==> src/rtl/aes_pkg.sv <==
// aes_pkg: shared AES definitions for the decryption datapath.
//   - AES_BLOCK_BYTES, AES_POLY, INV_AFFINE_C, FWD_AFFINE_C constants
//   - aes_byte_t (8-bit) and aes_state_t (16 packed bytes, byte i = bits 8i+7:8i)
//   - fsm_state_e: IDLE / BUSY / DONE for the sequential byte engines
//   - GF(2^8) helpers: gf_mul, gf_inv, inv_affine, fwd_affine
package aes_pkg;

  localparam int        AES_BLOCK_BYTES = 16;
  localparam logic [7:0] AES_POLY       = 8'h1B;  // x^8 + x^4 + x^3 + x + 1, low byte
  localparam logic [7:0] INV_AFFINE_C   = 8'h05;
  localparam logic [7:0] FWD_AFFINE_C   = 8'h63;

  typedef logic [7:0] aes_byte_t;
  typedef aes_byte_t [AES_BLOCK_BYTES-1:0] aes_state_t;

  typedef enum logic [1:0] {
    IDLE = 2'd0,
    BUSY = 2'd1,
    DONE = 2'd2
  } fsm_state_e;

  // Shift-and-add multiply in GF(2^8), reducing by AES_POLY on each carry out.
  function automatic aes_byte_t gf_mul(input aes_byte_t a, input aes_byte_t b);
    aes_byte_t acc;
    aes_byte_t aa;
    acc = 8'h00;
    aa  = a;
    for (int i = 0; i < 8; i++) begin
      if (b[i]) acc = acc ^ aa;
      aa = {aa[6:0], 1'b0} ^ (aa[7] ? AES_POLY : 8'h00);
    end
    return acc;
  endfunction

  // Multiplicative inverse as a^254 = a^2 * a^4 * ... * a^128.
  // Zero maps to zero naturally, so no special case is needed.
  function automatic aes_byte_t gf_inv(input aes_byte_t a);
    aes_byte_t sq;
    aes_byte_t prod;
    sq   = gf_mul(a, a);
    prod = sq;
    for (int k = 2; k < 8; k++) begin
      sq   = gf_mul(sq, sq);
      prod = gf_mul(prod, sq);
    end
    return prod;
  endfunction

  // y[i] = x[i+2] ^ x[i+5] ^ x[i+7] ^ c[i], indices mod 8.
  function automatic aes_byte_t inv_affine(input aes_byte_t x);
    aes_byte_t y;
    for (int i = 0; i < 8; i++) begin
      y[i] = x[(i + 2) % 8] ^ x[(i + 5) % 8] ^ x[(i + 7) % 8] ^ INV_AFFINE_C[i];
    end
    return y;
  endfunction

  // Forward counterpart, kept beside the inverse for the encrypt datapath.
  function automatic aes_byte_t fwd_affine(input aes_byte_t x);
    aes_byte_t y;
    for (int i = 0; i < 8; i++) begin
      y[i] = x[i] ^ x[(i + 4) % 8] ^ x[(i + 5) % 8] ^ x[(i + 6) % 8] ^ x[(i + 7) % 8]
             ^ FWD_AFFINE_C[i];
    end
    return y;
  endfunction

endpackage

==> src/rtl/inv_sub_bytes_seq_inv_sbox.sv <==
// inv_sbox: combinational AES inverse S-box (FIPS-197 InvSubBytes table).
//   in_byte   in  8  byte to substitute
//   out_byte  out 8  InvS(in_byte) = field inverse of the inverse affine image
module inv_sbox
  import aes_pkg::*;
(
  input  logic [7:0] in_byte,
  output logic [7:0] out_byte
);

  assign out_byte = gf_inv(inv_affine(in_byte));

endmodule

==> src/rtl/inv_sub_bytes_seq.sv <==
// inv_sub_bytes_seq: sequential AES InvSubBytes engine.
// Accepts one 128-bit state, substitutes LANES bytes per cycle through LANES
// shared inverse S-boxes, and holds the result until the consumer takes it.
//   clk        in   1    rising-edge clock
//   rst        in   1    asynchronous active-high reset
//   in_valid   in   1    in_data is valid
//   in_ready   out  1    engine idle, can accept a state
//   in_data    in   128  state; byte i = in_data[8i+7:8i]
//   out_valid  out  1    out_data holds a finished state
//   out_ready  in   1    downstream accepts out_data
//   out_data   out  128  substituted state, same byte mapping
module inv_sub_bytes_seq
  import aes_pkg::*;
#(
  parameter int LANES = 4
) (
  input  logic         clk,
  input  logic         rst,
  input  logic         in_valid,
  output logic         in_ready,
  input  logic [127:0] in_data,
  output logic         out_valid,
  input  logic         out_ready,
  output logic [127:0] out_data
);

  localparam int JOBS  = AES_BLOCK_BYTES / LANES;
  localparam int IDX_W = (JOBS > 1) ? $clog2(JOBS) : 1;
  localparam logic [IDX_W-1:0] LAST_IDX = IDX_W'(JOBS - 1);

  if (!(LANES == 1 || LANES == 2 || LANES == 4 || LANES == 8 || LANES == 16)) begin : g_bad_lanes
    $error("inv_sub_bytes_seq: LANES must be 1, 2, 4, 8 or 16");
  end

  fsm_state_e         state_q, state_d;
  logic [IDX_W-1:0]   idx_q, idx_d;
  aes_state_t         work_q, work_d;

  logic [3:0]         lane_sel [LANES];
  aes_byte_t          sbox_in  [LANES];
  aes_byte_t          sbox_out [LANES];

  // Lane l works on byte idx*LANES + l of the work register.
  always_comb begin
    for (int l = 0; l < LANES; l++) begin
      lane_sel[l] = 4'(int'(idx_q) * LANES + l);
      sbox_in[l]  = work_q[lane_sel[l]];
    end
  end

  for (genvar g = 0; g < LANES; g++) begin : g_lane
    inv_sbox u_inv_sbox (
      .in_byte  (sbox_in[g]),
      .out_byte (sbox_out[g])
    );
  end

  // NOTE: the work register is a flop bank, not a RAM, so it takes a reset
  // value like any other state; this also makes out_data deterministic.
  // NOTE: sequential state uses non-blocking assignments so every flop samples
  // the pre-edge values regardless of statement order.
  always_ff @(posedge clk or posedge rst) begin
    if (rst) begin
      state_q <= IDLE;
      idx_q   <= '0;
      work_q  <= '0;
    end else begin
      state_q <= state_d;
      idx_q   <= idx_d;
      work_q  <= work_d;
    end
  end

  // Handshake outputs decode only the registered state, so neither in_valid
  // nor out_ready reaches an output combinationally.
  always_comb begin
    // NOTE: every signal written here gets a default first; without it, any
    // path that skips an assignment would infer a latch.
    state_d   = state_q;
    idx_d     = idx_q;
    work_d    = work_q;
    in_ready  = 1'b0;
    out_valid = 1'b0;

    case (state_q)
      IDLE: begin
        in_ready = 1'b1;
        if (in_valid) begin
          work_d  = aes_state_t'(in_data);
          idx_d   = '0;
          state_d = BUSY;
        end
      end

      BUSY: begin
        for (int l = 0; l < LANES; l++) begin
          work_d[lane_sel[l]] = sbox_out[l];
        end
        // idx holds on the last step so it never wraps inside a job.
        if (idx_q == LAST_IDX) begin
          state_d = DONE;
        end else begin
          idx_d = idx_q + IDX_W'(1);
        end
      end

      DONE: begin
        out_valid = 1'b1;
        if (out_ready) state_d = IDLE;
      end

      default: state_d = IDLE;
    endcase
  end

  assign out_data = work_q;

endmodule
==> config.mk <==
export PLATFORM = sky130hd
export DESIGN_NAME = inv_sub_bytes_seq
export DESIGN_NICKNAME = d
export VERILOG_FILES = /design/src/rtl/aes_pkg.sv /design/src/rtl/inv_sub_bytes_seq_inv_sbox.sv /design/src/rtl/inv_sub_bytes_seq.sv
export SDC_FILE = /design/constraint.sdc
export NUM_CORES = 2
export LEC_CHECK = 0
export BUFFER_PORTS_ARGS = -buffer_cell sky130_fd_sc_hd__buf_4
export CAP_MARGIN = 5
export CORE_UTILIZATION = 55
export CTS_BUF_LIST = sky130_fd_sc_hd__clkbuf_8
export DETAILED_ROUTE_END_ITERATION = 10
export PLACE_DENSITY = 0.72
export SLEW_MARGIN = 0
export SYNTH_ARGS = -nofsm -noshare
export SYNTH_HDL_FRONTEND = slang
export SYNTH_SLANG_ARGS = --single-unit
==> constraint.sdc <==
create_clock -name clk -period 21.4 [get_ports clk]
set_clock_uncertainty 0.05 [all_clocks]
set_input_delay 1.07 -clock clk [delete_from_list [all_inputs] [get_ports clk]]
set_output_delay 1.07 -clock clk [all_outputs]
set_load 0.03 [all_outputs]
==> results.cfg <==
[finish]
drive_above_1_share_pct = 12.3
stdcell_count = 10360
nNetsFinal = 8896
areaGrowthSynthToFinish_pct = 6.11

[detailed_routing]
drtIter0Drc = 8127
routedWlPerCell_microns = 20.6
drt-vias-per-instance = 6.30
vias = 65297
ant_nets = 0
remaining_drc_errors = 0
dr.pass1.iters = 8
drt_wl_total_mm = 214

[global_route]
grt_pass1_vias = 59064
grt_pass1_wl_mm = 334
antenna_found_initial = 18
grt_max_degree = 75
track_usage_pct = 33.4
grt_overflow = 0

[critical_path]
crit_arrival_ns = 20.28
crit_type = flop to flop
worst_ep_required_time_ns = 21.75
start_kind = flop
cp_common_cell = xnor2_1
cp_slowest_cell = dfrtp_4
slowest_delay_ns = 0.89
end_kind = flop
cp_max_fo = 29

[cts]
hold_buffers = 0
cts_tree = done
numCtsBuffers = 17
cts.clk_slew.worst_paths_ns = 0.09
clockBufferDepth = 2
ctsHtreeMaxLevel = 4
clockRootBuffer = clkbuf_8
clock_latency_ns = 0.58
clock-sinks = 132

[synthesis]
synth_top_family_by_area = XOR/XNOR gates
ys_types = 132
synth-edff-count = 0
ys_seq_area_share_pct = 4.96
synth_top_area_share_pct = 22.2
synth-compound-area-share_pct = 18.7
synth_fa_ha_area_share_pct = 0.691
ys.flop_type = dfrtp_1
postSynthAreaPerCell_sq_um = 7.55
synth_mux_area_share_pct = 5.80
synth.most_common_cell = xnor2_1
synthesis.nets = 8990
synth_xor_area_share_pct = 44.6
yosysWarnings = 0
syn_area_sq_mm = 0.0666
yosys_register_bits = 132
synth_simple_gate_area_share_pct = 20.2
ys_async_sr_fraction_pct = 100
yosys.area.top_type = xnor2_1
synth_cells = 8826
synthTopCellsByArea = xnor2_1 22%, xnor3_1 8.9%, nor2_1 6.6%, xor2_1 5.6%, nand2_1 5.0%
yosys-top-cells-count = 1685 x xnor2_1, 1168 x nor2_1, 885 x nand2_1

[sta]
hold_viol = 0
fin_tns_setup_ns = 0
max_freq_mhz = 50.2
setup_viol = 0
worst_slack_ns = 1.48
rsz0062_at_grt = false
min_period_over_period_pct = 93.1
maxSlewHeadroom_pct = 17.7
slew_violations = 0
period_needed_ns = 19.92
worst_slew_pin_slew_ns = 1.23

[placement]
port_buffers = 261
gp_congestion = 0.969
dp_hpwl_mm = 156
dp_slack_ns = 1.45
post-place-cells = 10325

[floorplan]
die_h_microns = 350
die_w_microns = 350
core_area_sq_mm = 0.120
start_util_pct = 55.5
fp-row-count = 127
io_pins = 262
dieArea_sq_mm = 0.122

[job]
max_cap_viol_count = 0

[run_status]
status = complete, no violations

[min_path]
holdCritPathClass = flop to flop
-- cells by family after synthesis --
group | Yosys count
compound gates | 1905
mux | 334
xor+xnor | 2643
simple gates | 3024
flops | 132
buf+inv | 750
fa+ha+maj | 38
-- path summary, 6_finish.rpt --
check | from | end | slack [ns] | cells past startpoint
min in group asynchronous | rst | out_data[99] | 0.52 | 2
min | out_data[67] | out_data[67] | 0.50 | 2
max in group asynchronous | rst | out_data[16] | 19.34 | 3
min reg2reg | out_data[67] | out_data[67] | 0.50 | 2
max reg2reg | idx_q[0] | out_data[14] | 1.48 | 56
max | idx_q[0] | out_data[14] | 1.48 | 56
-- timing repair --
action                     4_1_cts  5_1_grt
setup endpoints to repair        0       30
gates resized for setup          0        6
buffers inserted                 0        0
-- state kept, by name (all words and copies together) (netlist names) --
name / cells
state_q: 2
idx_q: 2
out_data: 128
-- placed cells by master (no fill, tap or decap), types with 53 or more instances in the layout --
cell type	Yosys	final
o211ai_1	58	58
or3_1	61	61
nand2_1	885	881
and2_1	61	61
xor2_2	42	53
a211oi_1	67	67
xnor2_2	127	181
o21ai_0	396	396
o22ai_1	100	100
xor2_1	423	411
xnor3_1	264	264
nand3_1	201	201
dfrtp_1	132	130
o21ai_1	116	116
nor3_1	238	238
mux2i_1	244	244
a22oi_1	172	172
a31oi_1	78	78
and3_1	68	68
buf_4	56	521
xnor2_1	1685	1629
inv_1	74	74
a21oi_1	453	453
nor2_1	1168	1163
nand2b_1	79	79
-- worst max-delay path, delay by kind of cell (launching register included) --
kind / cells / cell delay (ns)
AOI/OAI and AO/OA: 10 / 3.74
xor gates and xnor gates: 26 / 8.81
adders and majority gates: 4 / 1.62
buffers and inverters: 4 / 0.97
DFF: 1 / 0.89
muxes: 3 / 1.77
and+or+nand+nor: 9 / 1.79
-- layer usage --
layer / track usage [%] / wire length [microns]
met5: 0 / 144
met4: 8.14 / 4540
met3: 6.50 / 23500
met2: 51.2 / 94200
met1: 47.9 / 91300
-- stage by stage --
stage / hold slack [ns] / utilization, % / instance area, sq um
floorplan: 0.527 / - / 66600
global placement: 0.465 / 58.5 / 70200
detailed placement: 0.467 / 58.5 / 70200
CTS: 0.489 / 58.9 / 70600
global route: 0.513 / 58.9 / 70700
finish: 0.498 / 58.9 / 70700
-- area by class of cell --
class	instances	area, sq um
Multi-Input combinational cell	7944	60600
Clock buffer	19	262
Timing Repair Buffer	522	3930
Fill cell	11165	49300
Tap cell	1612	2020
Sequential cell	132	3310
Antenna cell	3	7.51
Clock inverter	13	149
Inverter	115	437
Power is not shown: default switching activity piles up to over one toggle a cycle in this logic, so the estimate is an artifact.
